===== src/rtl/shift_pipe_pkg.sv =====
// Shared definitions for the param_shift_pipe slice: mode encodings and popcount.
// Optional tap feature is selected with SHIFT_PIPE_TAP_EN (see param_shift_pipe).
package shift_pipe_pkg;

  typedef enum logic [1:0] {
    MODE_HOLD = 2'b00,
    MODE_FWD  = 2'b01,
    MODE_REV  = 2'b10,
    MODE_LOAD = 2'b11
  } mode_e;

  // Upper bound on DEPTH that popcount can handle.
  localparam int unsigned POP_MAX = 64;

  function automatic int unsigned popcount(input logic [POP_MAX-1:0] v);
    int unsigned n;
    n = 0;
    for (int unsigned i = 0; i < POP_MAX; i++) begin
      n = n + 32'(v[i]);
    end
    return n;
  endfunction

endpackage


===== src/rtl/shift_pipe_stage.sv =====
// One shift stage: WIDTH-bit word plus valid bit with hold/prev/next/load mux and sync clear.
// With SHIFT_PIPE_TAP_EN the post-edge (next) value is also exported for the tap.
module shift_pipe_stage
  import shift_pipe_pkg::*;
#(
  parameter int unsigned WIDTH = 2
) (
  input  logic             clk,
  input  logic             rst_n,
  input  logic             clr,
  input  logic [1:0]       sel,
  input  logic [WIDTH-1:0] prev_word,
  input  logic             prev_vld,
  input  logic [WIDTH-1:0] next_word,
  input  logic             next_vld,
  input  logic [WIDTH-1:0] load_word,
  input  logic             load_vld,
  output logic [WIDTH-1:0] word_q,
  output logic             vld_q
`ifdef SHIFT_PIPE_TAP_EN
  ,
  output logic [WIDTH-1:0] word_nxt,
  output logic             vld_nxt
`endif
);

  logic [WIDTH-1:0] word_d;
  logic             vld_d;

  always_comb begin
    word_d = word_q;
    vld_d  = vld_q;
    if (clr) begin
      word_d = '0;
      vld_d  = 1'b0;
    end else begin
      case (mode_e'(sel))
        MODE_FWD: begin
          word_d = prev_word;
          vld_d  = prev_vld;
        end
        MODE_REV: begin
          word_d = next_word;
          vld_d  = next_vld;
        end
        MODE_LOAD: begin
          word_d = load_word;
          vld_d  = load_vld;
        end
        default: ;
      endcase
    end
  end

  always_ff @(posedge clk) begin
    if (!rst_n) begin
      word_q <= '0;
      vld_q  <= 1'b0;
    end else begin
      word_q <= word_d;
      vld_q  <= vld_d;
    end
  end

`ifdef SHIFT_PIPE_TAP_EN
  assign word_nxt = word_d;
  assign vld_nxt  = vld_d;
`endif

endmodule


===== src/rtl/param_shift_pipe.sv =====
// DEPTH x WIDTH shift pipe with valid bits, occupancy counter and full/empty decodes.
// Define SHIFT_PIPE_TAP_EN to add the registered tap (tap_sel/tap_q/tap_vld).
module param_shift_pipe
  import shift_pipe_pkg::*;
#(
  parameter int unsigned WIDTH = 2,
  parameter int unsigned DEPTH = 2
) (
  input  logic                     clk,
  input  logic                     rst_n,
  input  logic                     clr,
  input  logic [1:0]               mode,
  input  logic [WIDTH-1:0]         din,
  input  logic                     din_vld,
  input  logic [WIDTH*DEPTH-1:0]   pdin,
  input  logic [DEPTH-1:0]         pvld,
  output logic [WIDTH-1:0]         q_fwd,
  output logic [WIDTH-1:0]         q_rev,
  output logic [WIDTH*DEPTH-1:0]   pq,
  output logic [DEPTH-1:0]         vld,
  output logic [$clog2(DEPTH+1)-1:0] count,
  output logic                     full,
  output logic                     empty
`ifdef SHIFT_PIPE_TAP_EN
  ,
  input  logic [$clog2(DEPTH)-1:0] tap_sel,
  output logic [WIDTH-1:0]         tap_q,
  output logic [0:0]               tap_vld
`endif
);

  localparam int unsigned CW = $clog2(DEPTH + 1);

  logic [WIDTH-1:0] word_q [DEPTH];
  logic [DEPTH-1:0] vld_q;
  logic [CW-1:0]    count_q, count_d;
  logic [POP_MAX-1:0] pvld_ext;

`ifdef SHIFT_PIPE_TAP_EN
  localparam int unsigned TSW = $clog2(DEPTH);
  logic [WIDTH-1:0] word_nxt [DEPTH];
  logic [DEPTH-1:0] vld_nxt;
  logic [WIDTH-1:0] tap_q_q, tap_q_d;
  logic             tap_vld_q, tap_vld_d;
`endif

  for (genvar i = 0; i < DEPTH; i++) begin : g_stage
    logic [WIDTH-1:0] prev_w, next_w;
    logic             prev_v, next_v;

    if (i == 0) begin : g_head
      assign prev_w = din;
      assign prev_v = din_vld;
    end else begin : g_head
      assign prev_w = word_q[i-1];
      assign prev_v = vld_q[i-1];
    end

    if (i == DEPTH - 1) begin : g_tail
      assign next_w = din;
      assign next_v = din_vld;
    end else begin : g_tail
      assign next_w = word_q[i+1];
      assign next_v = vld_q[i+1];
    end

    shift_pipe_stage #(.WIDTH(WIDTH)) u_stage (
      .clk       (clk),
      .rst_n     (rst_n),
      .clr       (clr),
      .sel       (mode),
      .prev_word (prev_w),
      .prev_vld  (prev_v),
      .next_word (next_w),
      .next_vld  (next_v),
      .load_word (pdin[i*WIDTH +: WIDTH]),
      .load_vld  (pvld[i]),
      .word_q    (word_q[i]),
      .vld_q     (vld_q[i])
`ifdef SHIFT_PIPE_TAP_EN
      ,
      .word_nxt  (word_nxt[i]),
      .vld_nxt   (vld_nxt[i])
`endif
    );
  end

  always_comb begin
    pvld_ext = '0;
    pvld_ext[DEPTH-1:0] = pvld;
  end

  // Shifting changes occupancy by at most one: the word entering vs the word falling off.
  always_comb begin
    count_d = count_q;
    if (clr) begin
      count_d = '0;
    end else begin
      case (mode_e'(mode))
        MODE_FWD: begin
          if (din_vld && !vld_q[DEPTH-1])      count_d = count_q + CW'(1);
          else if (!din_vld && vld_q[DEPTH-1]) count_d = count_q - CW'(1);
        end
        MODE_REV: begin
          if (din_vld && !vld_q[0])            count_d = count_q + CW'(1);
          else if (!din_vld && vld_q[0])       count_d = count_q - CW'(1);
        end
        MODE_LOAD: count_d = CW'(popcount(pvld_ext));
        default: ;
      endcase
    end
  end

  always_ff @(posedge clk) begin
    if (!rst_n) count_q <= '0;
    else        count_q <= count_d;
  end

  always_comb begin
    pq = '0;
    for (int unsigned i = 0; i < DEPTH; i++) begin
      pq[i*WIDTH +: WIDTH] = word_q[i];
    end
  end

  assign q_fwd = word_q[DEPTH-1];
  assign q_rev = word_q[0];
  assign vld   = vld_q;
  assign count = count_q;
  assign full  = (count_q == CW'(DEPTH));
  assign empty = (count_q == '0);

`ifdef SHIFT_PIPE_TAP_EN
  // Tap samples the value each stage takes on this edge; out-of-range selects read as invalid zero.
  always_comb begin
    tap_q_d   = '0;
    tap_vld_d = 1'b0;
    if (!clr) begin
      for (int unsigned i = 0; i < DEPTH; i++) begin
        if (tap_sel == TSW'(i)) begin
          tap_q_d   = word_nxt[i];
          tap_vld_d = vld_nxt[i];
        end
      end
    end
  end

  always_ff @(posedge clk) begin
    if (!rst_n) begin
      tap_q_q   <= '0;
      tap_vld_q <= 1'b0;
    end else begin
      tap_q_q   <= tap_q_d;
      tap_vld_q <= tap_vld_d;
    end
  end

  assign tap_q      = tap_q_q;
  assign tap_vld[0] = tap_vld_q;
`endif

endmodule


===== config.mk =====
export PLATFORM = sky130hd
export DESIGN_NAME = param_shift_pipe
export DESIGN_NICKNAME = d
export VERILOG_FILES = /design/src/rtl/shift_pipe_pkg.sv /design/src/rtl/shift_pipe_stage.sv /design/src/rtl/param_shift_pipe.sv
export SDC_FILE = /design/constraint.sdc
export NUM_CORES = 1
export LEC_CHECK = 0
export ABC_CLOCK_PERIOD_IN_PS = 1700
export BUFFER_PORTS_ARGS = -buffer_cell sky130_fd_sc_hd__buf_2
export CAP_MARGIN = 15
export CORE_MARGIN = 3
export CORE_UTILIZATION = 29
export CTS_CLUSTER_DIAMETER = 50
export CTS_CLUSTER_SIZE = 40
export DETAILED_ROUTE_END_ITERATION = 10
export MAX_ROUTING_LAYER = met4
export PLACE_DENSITY_LB_ADDON = 0.08
export SYNTH_ARGS = -nofsm -noshare
export SYNTH_HDL_FRONTEND = slang
export SYNTH_SLANG_ARGS = --single-unit

===== constraint.sdc =====
create_clock -name clk -period 1.7 [get_ports clk]
set_input_delay 0.255 -clock clk [delete_from_list [all_inputs] [get_ports clk]]
set_output_delay 0.255 -clock clk [all_outputs]
set_load 0.005 [all_outputs]

==> flow_summary_export.csv <==
group,metric,value,unit
outcome,outcome,"finished clean",
final_layout,n_antenna_cell,0,
logic_synthesis,synth_area,583.1,µm²
worst_setup_path,cp_max_fo,4,
power,power,0.0004586,W
sta,worstMarginPinSlew,0.3381,ns
logic_synthesis,ys_top_cells_by_count,"8 x dfxtp_1, 7 x nor2b_1, 6 x buf_4, 6 x mux4_2, 5 x ha_1",
routing,firstDrtPassIters,4,
floorplan,core_area,1821,µm²
global_route,antenna_found_initial,0,
power,max-vdd-ir-drop,0.3315,mV
clock_network,worstSkewPairLatency,0.25,ns
final_layout,fin_nets,96,
clock_network,ctsHtreeMaxLevel,1,
clock_network,cts_root_buffer,"clkbuf_4",
global_route,overflow,0,
floorplan,die_h,50.84,µm
job,maxCapViolations,0,
logic_synthesis,yosys-top-cells-area,"dfxtp_1 27%, mux4_2 23%, ha_1 11%",
logic_synthesis,synth_nets,73,
floorplan,rows,15,
floorplan,initial_core_util,32.03,%
worst_setup_path,crit_family,"flip-flops",
global_route,grt_max_degree,16,
logic_synthesis,synth_ff_type,"dfxtp_1",
placement,io_buffers,27,
sta,relSlewSlack,77.46,%
logic_synthesis,ys_async_sr_fraction,0,%
routing,vias,476,
placement,dp_hpwl,963.2,µm
routing,drt_iter0_drc,5,
routing,route.detailed.drc,0,
clock_network,tritoncts,"built",
global_route,grt_pass1_vias,442,
worst_setup_path,start_kind,"register",
floorplan,ios,28,
sta,setup_viol,0,
worst_setup_path,path_buf_inv,1,
sta,final_hold_viol_count,0,
routing,routed_via_density,4.760,
routing,drt_wl_total,1.236,mm
routing,wl_per_cell,12.36,µm
placement,dpl_worst_slack,0.2344,ns
worst_setup_path,max_stage_delay,0.37,ns
clock_network,cts_sinks,8,
logic_synthesis,synth_most_common_cell,"dfxtp_1",
logic_synthesis,ys_seq_area_share,27.47,%
clock_network,cts.clk_slew.worst_paths,0.06,ns
power,leakage,0.3192,nW
sta,period_needed,1.464,ns
floorplan,die_w,50.84,µm
clock_network,numCtsBuffers,3,
worst_setup_path,cp_data_arrival_time,1.63,ns
logic_synthesis,synth-seq-cells,8,
routing,antenna_left,0,
sta,slew_viol_final,0,
worst_setup_path,worstPathCellList,"inv_1 -> ha_1 -> nor4b_2 -> nor4_1 -> a211oi_1",
logic_synthesis,yosysTopAreaCellShare,27.47,%
sta,skew,0.005037,ns
worst_setup_path,required,1.86,ns
logic_synthesis,synth_edf_count,0,
clock_network,hold_buffers,0,
sta,hold_ws,0.4007,ns
final_layout,drive_gt1_share,49.33,%
floorplan,die-area,2585,µm²
global_route,track_usage,10.89,%
worst_setup_path,path_class,"register to register",
power,power_density,649.9,nW/µm²
logic_synthesis,yosysWarningCount,0,
sta,rsz0062_at_grt,"no",
logic_synthesis,yosysUniqueCellTypes,20,
worst_setup_path,critPathSlowestCell,"dfxtp_1",
placement,gp_congestion,0.6842,
logic_synthesis,synth_area_leader_cell,"dfxtp_1",
global_route,grt_pass1_wl,1.966,mm
worst_hold_path,hold_class,"primary input to register",
clock_network,post_cts_buffers,0,
final_layout,area_growth,21.03,%
sta,fin_tns_setup,0,ns
logic_synthesis,syn_inst,54,
sta,fmax,683.0,MHz
sta,period_share,86.12,%
sta,setup_slack,0.2360,ns
worst_setup_path,cp-end-kind,"register",
logic_synthesis,postSynthAreaPerCell,10.80,µm²
clock_network,clock_path_buffers,2,
where the power goes:
group / internal (W) / total, W / switching (W)
combinational: 0.0000614 / 0.000110 / 0.0000482
sequential: 0.000196 / 0.000203 / 0.00000725
clock: 0.0000808 / 0.000146 / 0.0000648
total: 0.000338 / 0.000459 / 0.000120
placed cells by master, fill, tap and decap left out, types with 2 or more instances in the layout:
cell type   n
buf_2      27
clkbuf_4    3
dfxtp_1     8
ha_1        5
inv_1       4
mux4_2      6
nand2_1     2
nand2b_1    2
nand3_1     2
nor2b_1     7
sequential cells by signal, summed over array words and instances (netlist names):
| register | flops |
|---|---|
| g_stage.u_stage.vld_q | 2 |
| count | 2 |
| g_stage.u_stage.word_q | 4 |
final timing paths:
path                              start                     to  slack, ns  depth (start not counted)
setup / recovery  count[0]$_SDFFE_PP0P_  count[1]$_SDFFE_PP0P_       0.24                          5
hold / removal                  mode[0]  count[0]$_SDFFE_PP0P_       0.40                          3
setup reg to reg  count[0]$_SDFFE_PP0P_  count[1]$_SDFFE_PP0P_       0.24                          5
hold reg to reg   count[0]$_SDFFE_PP0P_  count[0]$_SDFFE_PP0P_       0.52                          2
cells by family after synthesis:
kind of cell             synth area share [%]
multiplexers                            23.18
flip-flops                              27.47
AND/OR/NAND/NOR                         16.74
AO/OA/AOI/OAI                           6.867
adder cells (fa/ha/maj)                 10.73
buffers and inverters                   15.02
through the flow:
stage	cells	util, %	cell area [µm²]
after floorplan	54	-	583.1
after global routing	100	38.76	705.7
after global placement	97	37.18	676.9
after CTS	100	38.42	699.4
after detailed placement	97	37.18	676.9
final	100	38.76	705.7
worst register-to-register path, delay by kind of cell, from the launching register on:
family | cells | cell delay (ns)
AO/OA/AOI/OAI | 1 | 0.23
AND/OR/NAND/NOR | 2 | 0.35
flip-flops | 1 | 0.37
adder cells (fa/ha/maj) | 1 | 0.35
buffers and inverters | 1 | 0.08
area by class of cell:
class | count | area (µm²)
multi-input cells | 33 | 341.6
flip-flops and latches | 8 | 160.2
clock buffers | 3 | 22.52
well taps | 25 | 31.28
inverters | 4 | 15.01
fillers | 199 | 1115
repair buffers | 27 | 135.1
what timing repair did:
action	CTS	global route
resized for setup	0	1
endpoints found under the setup margin	0	1
hold endpoints to repair	0	0
metal layers:
layer  GRT usage [%]  vias to the layer above  share of wire (%)
li1                -                      235                  -
met1           13.36                      227                 48
met5               -                        -                  0
met3           5.831                        0                6.6
met2           15.00                       14                 45
met4           4.036                        0                  0
Note: power is estimated with default switching activity, not from simulation.
